File: src/rtl/regfile_seq_if.sv
// Command, register-file and status signals of the micro-sequencer.
// The master modport is the sequencer side; the slave modport is decode plus the register file.
interface regfile_seq_if;
   logic        start;
   logic [2:0]  op;
   logic [2:0]  src;
   logic [2:0]  dst;
   logic [15:0] a_in;
   logic [15:0] b_in;
   logic [2:0]  sela;
   logic [2:0]  selb;
   logic        we;
   logic [15:0] w;
   logic        busy;
   logic        done;
   logic [15:0] result;
   logic [3:0]  flags;

   modport master (
      input  start, op, src, dst, a_in, b_in,
      output sela, selb, we, w, busy, done, result, flags
   );

   modport slave (
      output start, op, src, dst, a_in, b_in,
      input  sela, selb, we, w, busy, done, result, flags
   );
endinterface

File: src/rtl/regfile_seq.sv
// Register-mode micro-sequencer: for each accepted start it advances R7, runs one operation
// through the register file's single write port, then strobes done for one cycle.
module regfile_seq #(
   parameter int unsigned PC_STEP = 2
) (
   input  logic           clk,
   input  logic           reset,
   regfile_seq_if.master  bus
);
   typedef enum logic [2:0] {S_IDLE, S_PCINC, S_EXEC, S_SWAP2, S_DONE} state_t;

   localparam logic [2:0] OP_MOV  = 3'd0;
   localparam logic [2:0] OP_ADD  = 3'd1;
   localparam logic [2:0] OP_SUB  = 3'd2;
   localparam logic [2:0] OP_INC2 = 3'd3;
   localparam logic [2:0] OP_DEC2 = 3'd4;
   localparam logic [2:0] OP_SWAP = 3'd5;
   localparam logic [2:0] OP_CLR  = 3'd6;
   localparam logic [2:0] OP_STEP = 3'd7;
   localparam logic [15:0] STEP_W = 16'(PC_STEP);

   state_t      state_reg, state_next;
   logic [2:0]  op_reg, src_reg, dst_reg;
   logic [15:0] tmp_reg, result_reg;
   logic [3:0]  flags_reg;

   logic [15:0] operand;
   logic [16:0] sum;
   logic        is_sub, is_arith, ovf;
   logic [15:0] exec_w;
   logic [3:0]  exec_flags;

   // One shared 17-bit adder/subtractor; bit 16 is carry for adds and borrow for subtracts.
   always_comb begin
      is_sub   = (op_reg == OP_SUB) || (op_reg == OP_DEC2);
      is_arith = (op_reg == OP_ADD) || (op_reg == OP_SUB) ||
                 (op_reg == OP_INC2) || (op_reg == OP_DEC2);
      operand  = ((op_reg == OP_ADD) || (op_reg == OP_SUB)) ? bus.a_in : STEP_W;
      sum      = is_sub ? ({1'b0, bus.b_in} - {1'b0, operand})
                        : ({1'b0, bus.b_in} + {1'b0, operand});
      ovf      = is_sub ? ((bus.b_in[15] != operand[15]) && (sum[15] != bus.b_in[15]))
                        : ((bus.b_in[15] == operand[15]) && (sum[15] != bus.b_in[15]));
      case (op_reg)
         OP_MOV, OP_SWAP:                  exec_w = bus.a_in;
         OP_ADD, OP_SUB, OP_INC2, OP_DEC2: exec_w = sum[15:0];
         default:                          exec_w = 16'h0000;
      endcase
      exec_flags = {exec_w[15], (exec_w == 16'h0000), is_arith & ovf, is_arith & sum[16]};
   end

   always_ff @(posedge clk or negedge reset) begin
      if (!reset) begin
         state_reg  <= S_IDLE;
         op_reg     <= 3'd0;
         src_reg    <= 3'd0;
         dst_reg    <= 3'd0;
         tmp_reg    <= 16'h0000;
         result_reg <= 16'h0000;
         flags_reg  <= 4'h0;
      end else begin
         state_reg <= state_next;
         case (state_reg)
            S_IDLE: begin
               if (bus.start) begin
                  op_reg  <= bus.op;
                  src_reg <= bus.src;
                  dst_reg <= bus.dst;
               end
            end
            S_EXEC: begin
               result_reg <= exec_w;
               flags_reg  <= exec_flags;
               if (op_reg == OP_SWAP) tmp_reg <= bus.b_in;
            end
            S_SWAP2: result_reg <= tmp_reg;
            default: ;
         endcase
      end
   end

   // Register-file controls are decoded from state so reset silences the write port at once.
   always_comb begin
      state_next = state_reg;
      bus.sela   = 3'd0;
      bus.selb   = 3'd0;
      bus.we     = 1'b0;
      bus.w      = 16'h0000;
      case (state_reg)
         S_IDLE: begin
            if (bus.start) state_next = S_PCINC;
         end
         S_PCINC: begin
            bus.sela   = 3'd7;
            bus.selb   = 3'd7;
            bus.we     = 1'b1;
            bus.w      = bus.a_in + STEP_W;
            state_next = (op_reg == OP_STEP) ? S_DONE : S_EXEC;
         end
         S_EXEC: begin
            bus.sela   = src_reg;
            bus.selb   = dst_reg;
            bus.we     = 1'b1;
            bus.w      = exec_w;
            state_next = (op_reg == OP_SWAP) ? S_SWAP2 : S_DONE;
         end
         S_SWAP2: begin
            bus.sela   = src_reg;
            bus.selb   = src_reg;
            bus.we     = 1'b1;
            bus.w      = tmp_reg;
            state_next = S_DONE;
         end
         S_DONE:  state_next = S_IDLE;
         default: state_next = S_IDLE;
      endcase
   end

   assign bus.busy   = (state_reg != S_IDLE);
   assign bus.done   = (state_reg == S_DONE);
   assign bus.result = result_reg;
   assign bus.flags  = flags_reg;
endmodule

File: src/flat_wrapper.sv
// flat-port wrapper written by rule: the top's interface ports become plain ports
module regfile_seq_flat 
#(
   parameter int unsigned PC_STEP = 2
)
  (clk, reset, bus_start, bus_op, bus_src, bus_dst, bus_a_in, bus_b_in, bus_sela, bus_selb, bus_we, bus_w, bus_busy, bus_done, bus_result, bus_flags);
  regfile_seq_if bus_i ();
  input  logic clk;
  input  logic reset;
  input wire logic [$bits(bus_i.start)-1:0] bus_start;
  input wire logic [$bits(bus_i.op)-1:0] bus_op;
  input wire logic [$bits(bus_i.src)-1:0] bus_src;
  input wire logic [$bits(bus_i.dst)-1:0] bus_dst;
  input wire logic [$bits(bus_i.a_in)-1:0] bus_a_in;
  input wire logic [$bits(bus_i.b_in)-1:0] bus_b_in;
  output wire logic [$bits(bus_i.sela)-1:0] bus_sela;
  output wire logic [$bits(bus_i.selb)-1:0] bus_selb;
  output wire logic [$bits(bus_i.we)-1:0] bus_we;
  output wire logic [$bits(bus_i.w)-1:0] bus_w;
  output wire logic [$bits(bus_i.busy)-1:0] bus_busy;
  output wire logic [$bits(bus_i.done)-1:0] bus_done;
  output wire logic [$bits(bus_i.result)-1:0] bus_result;
  output wire logic [$bits(bus_i.flags)-1:0] bus_flags;
  assign bus_i.start = bus_start;
  assign bus_i.op = bus_op;
  assign bus_i.src = bus_src;
  assign bus_i.dst = bus_dst;
  assign bus_i.a_in = bus_a_in;
  assign bus_i.b_in = bus_b_in;
  assign bus_sela = bus_i.sela;
  assign bus_selb = bus_i.selb;
  assign bus_we = bus_i.we;
  assign bus_w = bus_i.w;
  assign bus_busy = bus_i.busy;
  assign bus_done = bus_i.done;
  assign bus_result = bus_i.result;
  assign bus_flags = bus_i.flags;
  regfile_seq #(.PC_STEP(PC_STEP)) u_core (.clk(clk), .reset(reset), .bus(bus_i));
endmodule
File: config.mk
export PLATFORM = sky130hd
export DESIGN_NAME = regfile_seq_flat
export DESIGN_NICKNAME = d
export VERILOG_FILES = /design/src/rtl/regfile_seq_if.sv /design/src/rtl/regfile_seq.sv /design/src/flat_wrapper.sv
export SDC_FILE = /design/constraint.sdc
export NUM_CORES = 1
export LEC_CHECK = 0
export ABC_AREA = 1
export CORE_ASPECT_RATIO = 0.9
export CORE_MARGIN = 4
export CORE_UTILIZATION = 57
export CTS_CLUSTER_SIZE = 24
export DETAILED_ROUTE_END_ITERATION = 7
export PLACE_DENSITY_LB_ADDON = 0.2
export SYNTH_ARGS = -nofsm -noshare
export SYNTH_HDL_FRONTEND = slang
export SYNTH_SLANG_ARGS = --single-unit
File: constraint.sdc
create_clock -name clk -period 7.13 [get_ports clk]
set_clock_uncertainty 0.15 [all_clocks]
set_input_delay 1.426 -clock clk [delete_from_list [all_inputs] [get_ports clk]]
set_output_delay 1.426 -clock clk [all_outputs]
set_load 0.03 [all_outputs]
## Yosys cells after proc, flatten, opt, wreduce, memory -nomap -nowiden

Cells that the tools add are included.

- Add/subtract/negate cells: 3
- Equality and inequality tests: 14
- Muxes and demuxes: 13
- Bitwise gates (word level): 2
- Reduce and logical (&&, ||, !) cells: 17

Operators with widths:

| operator | count |
|---|---|
| $pmux 16 s2 | 2 |
| $pmux 16 s3 | 1 |
| $add 16x16->17 | 1 |
| $mux 17 | 1 |
| $sub 16x16->17 | 1 |
| $add 16x2->16 const B | 1 |
| $logic_not 16->1 | 1 |
| $mux 16 | 1 |
| $eq 3x2->1 const B | 4 |
| $eq 3x3->1 const B | 4 |
| $pmux 3 s4 | 1 |
| $mux 3 | 3 |
| $pmux 3 s3 | 1 |
| $eq 3x1->1 const B | 2 |
| $logic_not 3->1 | 2 |
| $pmux 3 s2 | 1 |
| $logic_or 1x1->1 | 4 |
| $reduce_and 2->1 | 2 |
| $reduce_or 2->1 | 2 |
| $reduce_or 4->1 | 1 |
| $reduce_bool 3->1 | 1 |
| $reduce_or 3->1 | 1 |
| $and 1x1->1 | 2 |
| $logic_and 1x1->1 | 2 |
| other kinds (5) | 7 |

- Flip-flop bits (word level): 48

## Depth between registers and ports, before layout

- Depth after elaboration: 9
- Gate-level depth with buffers: 27

## Worst setup path after synthesis

No wires, ideal clock.

- Kind: input port to output port
- Start: input bus_a_in[0]
- End: output bus_w[13]
- Arrival time: 3.771 ns
- Required time: 5.554 ns
- Slack: 1.783 ns
- Stages: 21
- Path buffers: 0
- Cells stage by stage: inv_1 -> nor2_1 -> inv_1 -> ha_1 -> nand3_4 -> nor3_4 -> nor2_1 -> xor2_1 -> inv_1 -> ha_1 -> nand2_1 -> inv_1 -> a21oi_1 -> inv_1 -> a21oi_1 -> nand2_1 -> nand2_1 -> nand3_1 -> nand2_1 -> nand2_1 -> o211ai_1

- Longest elaborated chain between the ends: 5

Ends and longest elaborated chain:

| element | RTL line | RTL |
|---|---|---|
| start, declared | flat_wrapper.sv:14 | `input wire logic [$bits(bus_i.a_in)-1:0] bus_a_in;` |
| $mux 16 | regfile_seq.sv:38 | `operand = ((op_reg == OP_ADD) \|\| (op_reg == OP_SUB)) ? bus.a_in : STEP_W;` |
| $add 16x16->17 or $sub 16x16->17 (tied branches) | regfile_seq.sv:40, regfile_seq.sv:39 |  |
| $mux 17 | regfile_seq.sv:39 | `sum = is_sub ? ({1'b0, bus.b_in} - {1'b0, operand})` |
| $pmux 16 s2 | regfile_seq.sv:43 | `case (op_reg)` |
| $pmux 16 s3 * | regfile_seq.sv:88 | `case (state_reg)` |
| end, declared | flat_wrapper.sv:19 | `output wire logic [$bits(bus_i.w)-1:0] bus_w;` |

Mark *: on every way between the ends. The rest lies on a longest branch, timed or not.

## Worst setup path after layout

- Start: input bus_a_in[0]
- End: output bus_w[7]

Same word-level chain as after synthesis.

==> flow_summary.ini <==
[status]
status = finished clean

[timing]
slew_viol_final = 0
fin_crit_sh_pct = 96.32
worst_pin_slew_ps = 1200
maxSlewHeadroom_pct = 19.71
finalSetupTns_ps = 0
fmax_mhz = 145.6
rsz0062_at_grt = no
setup_viol_count_final = 0
hold_viol_final = 0
fin_crit_ps = 6868

[setup_path]
worstSetupStartpointType = input port
crit_fanout = 5
cp_data_arrival_time_ps = 5290
r2r_start = u_core.op_reg[1]
cp-end-kind = primary output
path_class = in -> out
path_cells = clkdlybuf4s50_1 -> inv_1 -> nor2_1 -> inv_1 -> ha_1 -> nand3_4 -> nor2_1 -> nor2_1 -> xor2_1 -> inv_1 -> ha_1 -> nand2_1 -> nor2_1 -> nand3_1 -> nand2_1 -> nand2_1 -> nand3_1 -> nand2_1 -> a22oi_1 -> o21ai_0 -> clkdlybuf4s50_1
crit_path_max_incr_delay_ps = 630
cp-startpoint = bus_a_in[0]
slowest_stage = clkdlybuf4s50_1
cp.required_ps = 5550

[drt]
drc = 0
wirelength_mm = 13.94
routedWlPerCell_um = 16.74
drtIter0Drc = 469
via_per_inst = 5.690
drtPass1Iterations = 8
ant_nets = 0
vias = 4740

[floorplan]
core_area_um2 = 7184
die_h_um = 90.46
die-area_um2 = 9012
die_x_um = 99.63
io_pins = 89
initial_core_util_pct = 59.94
fp-row-count = 29

[pwr]
powerDensity_nw_per_um2 = 530.2
leakage_uw = 0.002891
power_uw = 2837
ir_worst_vdd_mv = 0.3720

[placed_design]
dp_hpwl_mm = 11.13
portBuffers = 88
gp_congestion = 0.9608

[global_route]
grt_use_total_pct = 31.19
grt_overflow = 0
grt_pass1_wl_mm = 22.54
grt_antenna_before_repair = 0
grt_max_degree = 49
grt_pass1_vias = 4565

[logic_synthesis]
yosysSeqAreaShare_pct = 27.89
syn_avg_cell_area_um2 = 6.555
syn_inst = 657
async_flop_share_pct = 100.0
syn_area_um2 = 4307
ys_ff_latch = 48
synth_cell_types = 42
yosys_warnings = 0
synth_nets = 720
synth-main-ff-cell = dfrtp_1
synth_edf_count = 0

[clocking]
htreeDepth = 2
cts_root_buffer = clkbuf_8
worstSkewPairLatency_ps = 320
cts_buffers = 5
cts_buffer_depth = 2
path_clk_slew_ps = 100
cts_tree = yes
post_cts_buffers = 0
clock-sinks = 48

[layout]
area_growth_pct = 24.26
antenna_cells = 0
nNetsFinal = 802
drive_gt1_share_pct = 8.378

[run]
drv_cap = 0

[worst_hold_path]
hold_path_class = reg -> reg
min_from = u_core.bus.result[1]
[power by group]
part	internal [µW]	leakage, µW	total, µW	switching (µW)
Clock	79.8	0.0000516	188	108
Combinational	755	0.00226	2160	1400
Sequential	399	0.000581	492	92.7
Total	1230	0.00289	2840	1600
[cells by family (layout without fill, tap and decap cells)]
kind of cell	count (synthesis)	after routing	share of synthesized area [%]
adder cells (fa/ha/maj)	19	19	5.694
XOR/XNOR	15	15	3.051
AO/OA/AOI/OAI	74	74	10.11
multiplexers	16	16	4.184
AND/OR/NAND/NOR	382	382	39.72
flip-flops	48	48	27.89
buffers and inverters	103	186	9.355
[synthesized netlist by cell type, types with 2 or more instances]
master    instances  area share (%)
clkbuf_1          8            0.70
nor3_2            2            0.46
nand2_2           4            0.58
a21oi_1          31             3.6
nor3_4            2            0.76
xor2_1           14             2.8
o21ai_1           2            0.23
o21ai_0          17             2.0
nand3_2           3            0.70
buf_2             7            0.81
nand2_1         225              20
inv_1            79             6.9
a22oi_1           8             1.4
mux2_2           16             4.2
nor2_2            3            0.44
dfrtp_1          48              28
nor2_1           58             5.1
ha_1             18             5.2
nand2_4           5             1.3
nor3_1            5            0.58
o211ai_1          6             1.0
o21ai_2           2            0.41
nand3_1          57             6.6
nand3b_1          4            0.70
nand4_1           9             1.3
o221ai_1          2            0.41
inv_2             7            0.61
[cells in the final DEF (no fill, tap or decap), types with 9 or more instances in the layout]
cell type	instances
o21ai_0	17
clkdlybuf4s50_1	83
dfrtp_1	48
inv_1	79
xor2_1	14
a21oi_1	31
mux2_2	16
nand3_1	57
nor2_1	58
nand4_1	9
ha_1	18
nand2_1	225
[stage by stage]
stage	instances	setup WS, ps	hold slack, ps	cell area [µm²]	utilization (%)
floorplan	657	1783	303.4	4307	-
global placement	825	294.3	314.2	5245	73.01
detailed placement	825	282.6	323.5	5245	73.01
CTS	833	277.6	349.2	5341	74.35
global route	833	15.38	370.3	5351	74.49
finish	833	262.5	347.6	5351	74.49
[final timing paths]
check	to	slack [ps]	depth (start not counted)
hold reg to reg	u_core.bus.result[1]	350	2
setup / recovery	bus_w[7]	260	21
hold / removal	u_core.bus.result[1]	350	2
min in group asynchronous	u_core.state_reg[2]	1060	2
setup reg to reg	u_core.bus.result[15]	2960	21
max in group asynchronous	u_core.bus.result[3]	5350	2
[layer usage]
metal  vias up  wire [µm]  GRT usage [%]  share of wire, %
li1       2283          -              -                 -
met2       233       6319          49.55                45
met4         0        213          7.509               1.5
met1      2198       5985          43.32                43
met3        26       1422          6.486                10
met5         -          0              0                 0
[final cells by class]
type / count / area (µm²)
clock inverter: 2 / 13.76
multi-input combinational: 506 / 2703
timing repair buffer: 91 / 908.4
clock buffer: 6 / 82.58
inverter: 87 / 326.6
fill: 570 / 1833
tap: 93 / 116.4
sequential: 48 / 1201
[worst max-delay path, delay by kind of cell]
| family | cells | cell delay [ps] |
|---|---|---|
| buf+inv | 5 | 1360 |
| simple gates | 11 | 1300 |
| fa+ha+maj | 2 | 600 |
| compound gates | 2 | 440 |
| xor+xnor | 1 | 160 |
[what timing repair did]
| item | in CTS | in global routing |
|---|---|---|
| resized for setup | 0 | 4 |
| setup endpoints to repair | 0 | 4 |
| hold buffers | 0 | 0 |
Note: power is estimated with default switching activity, not from simulation.
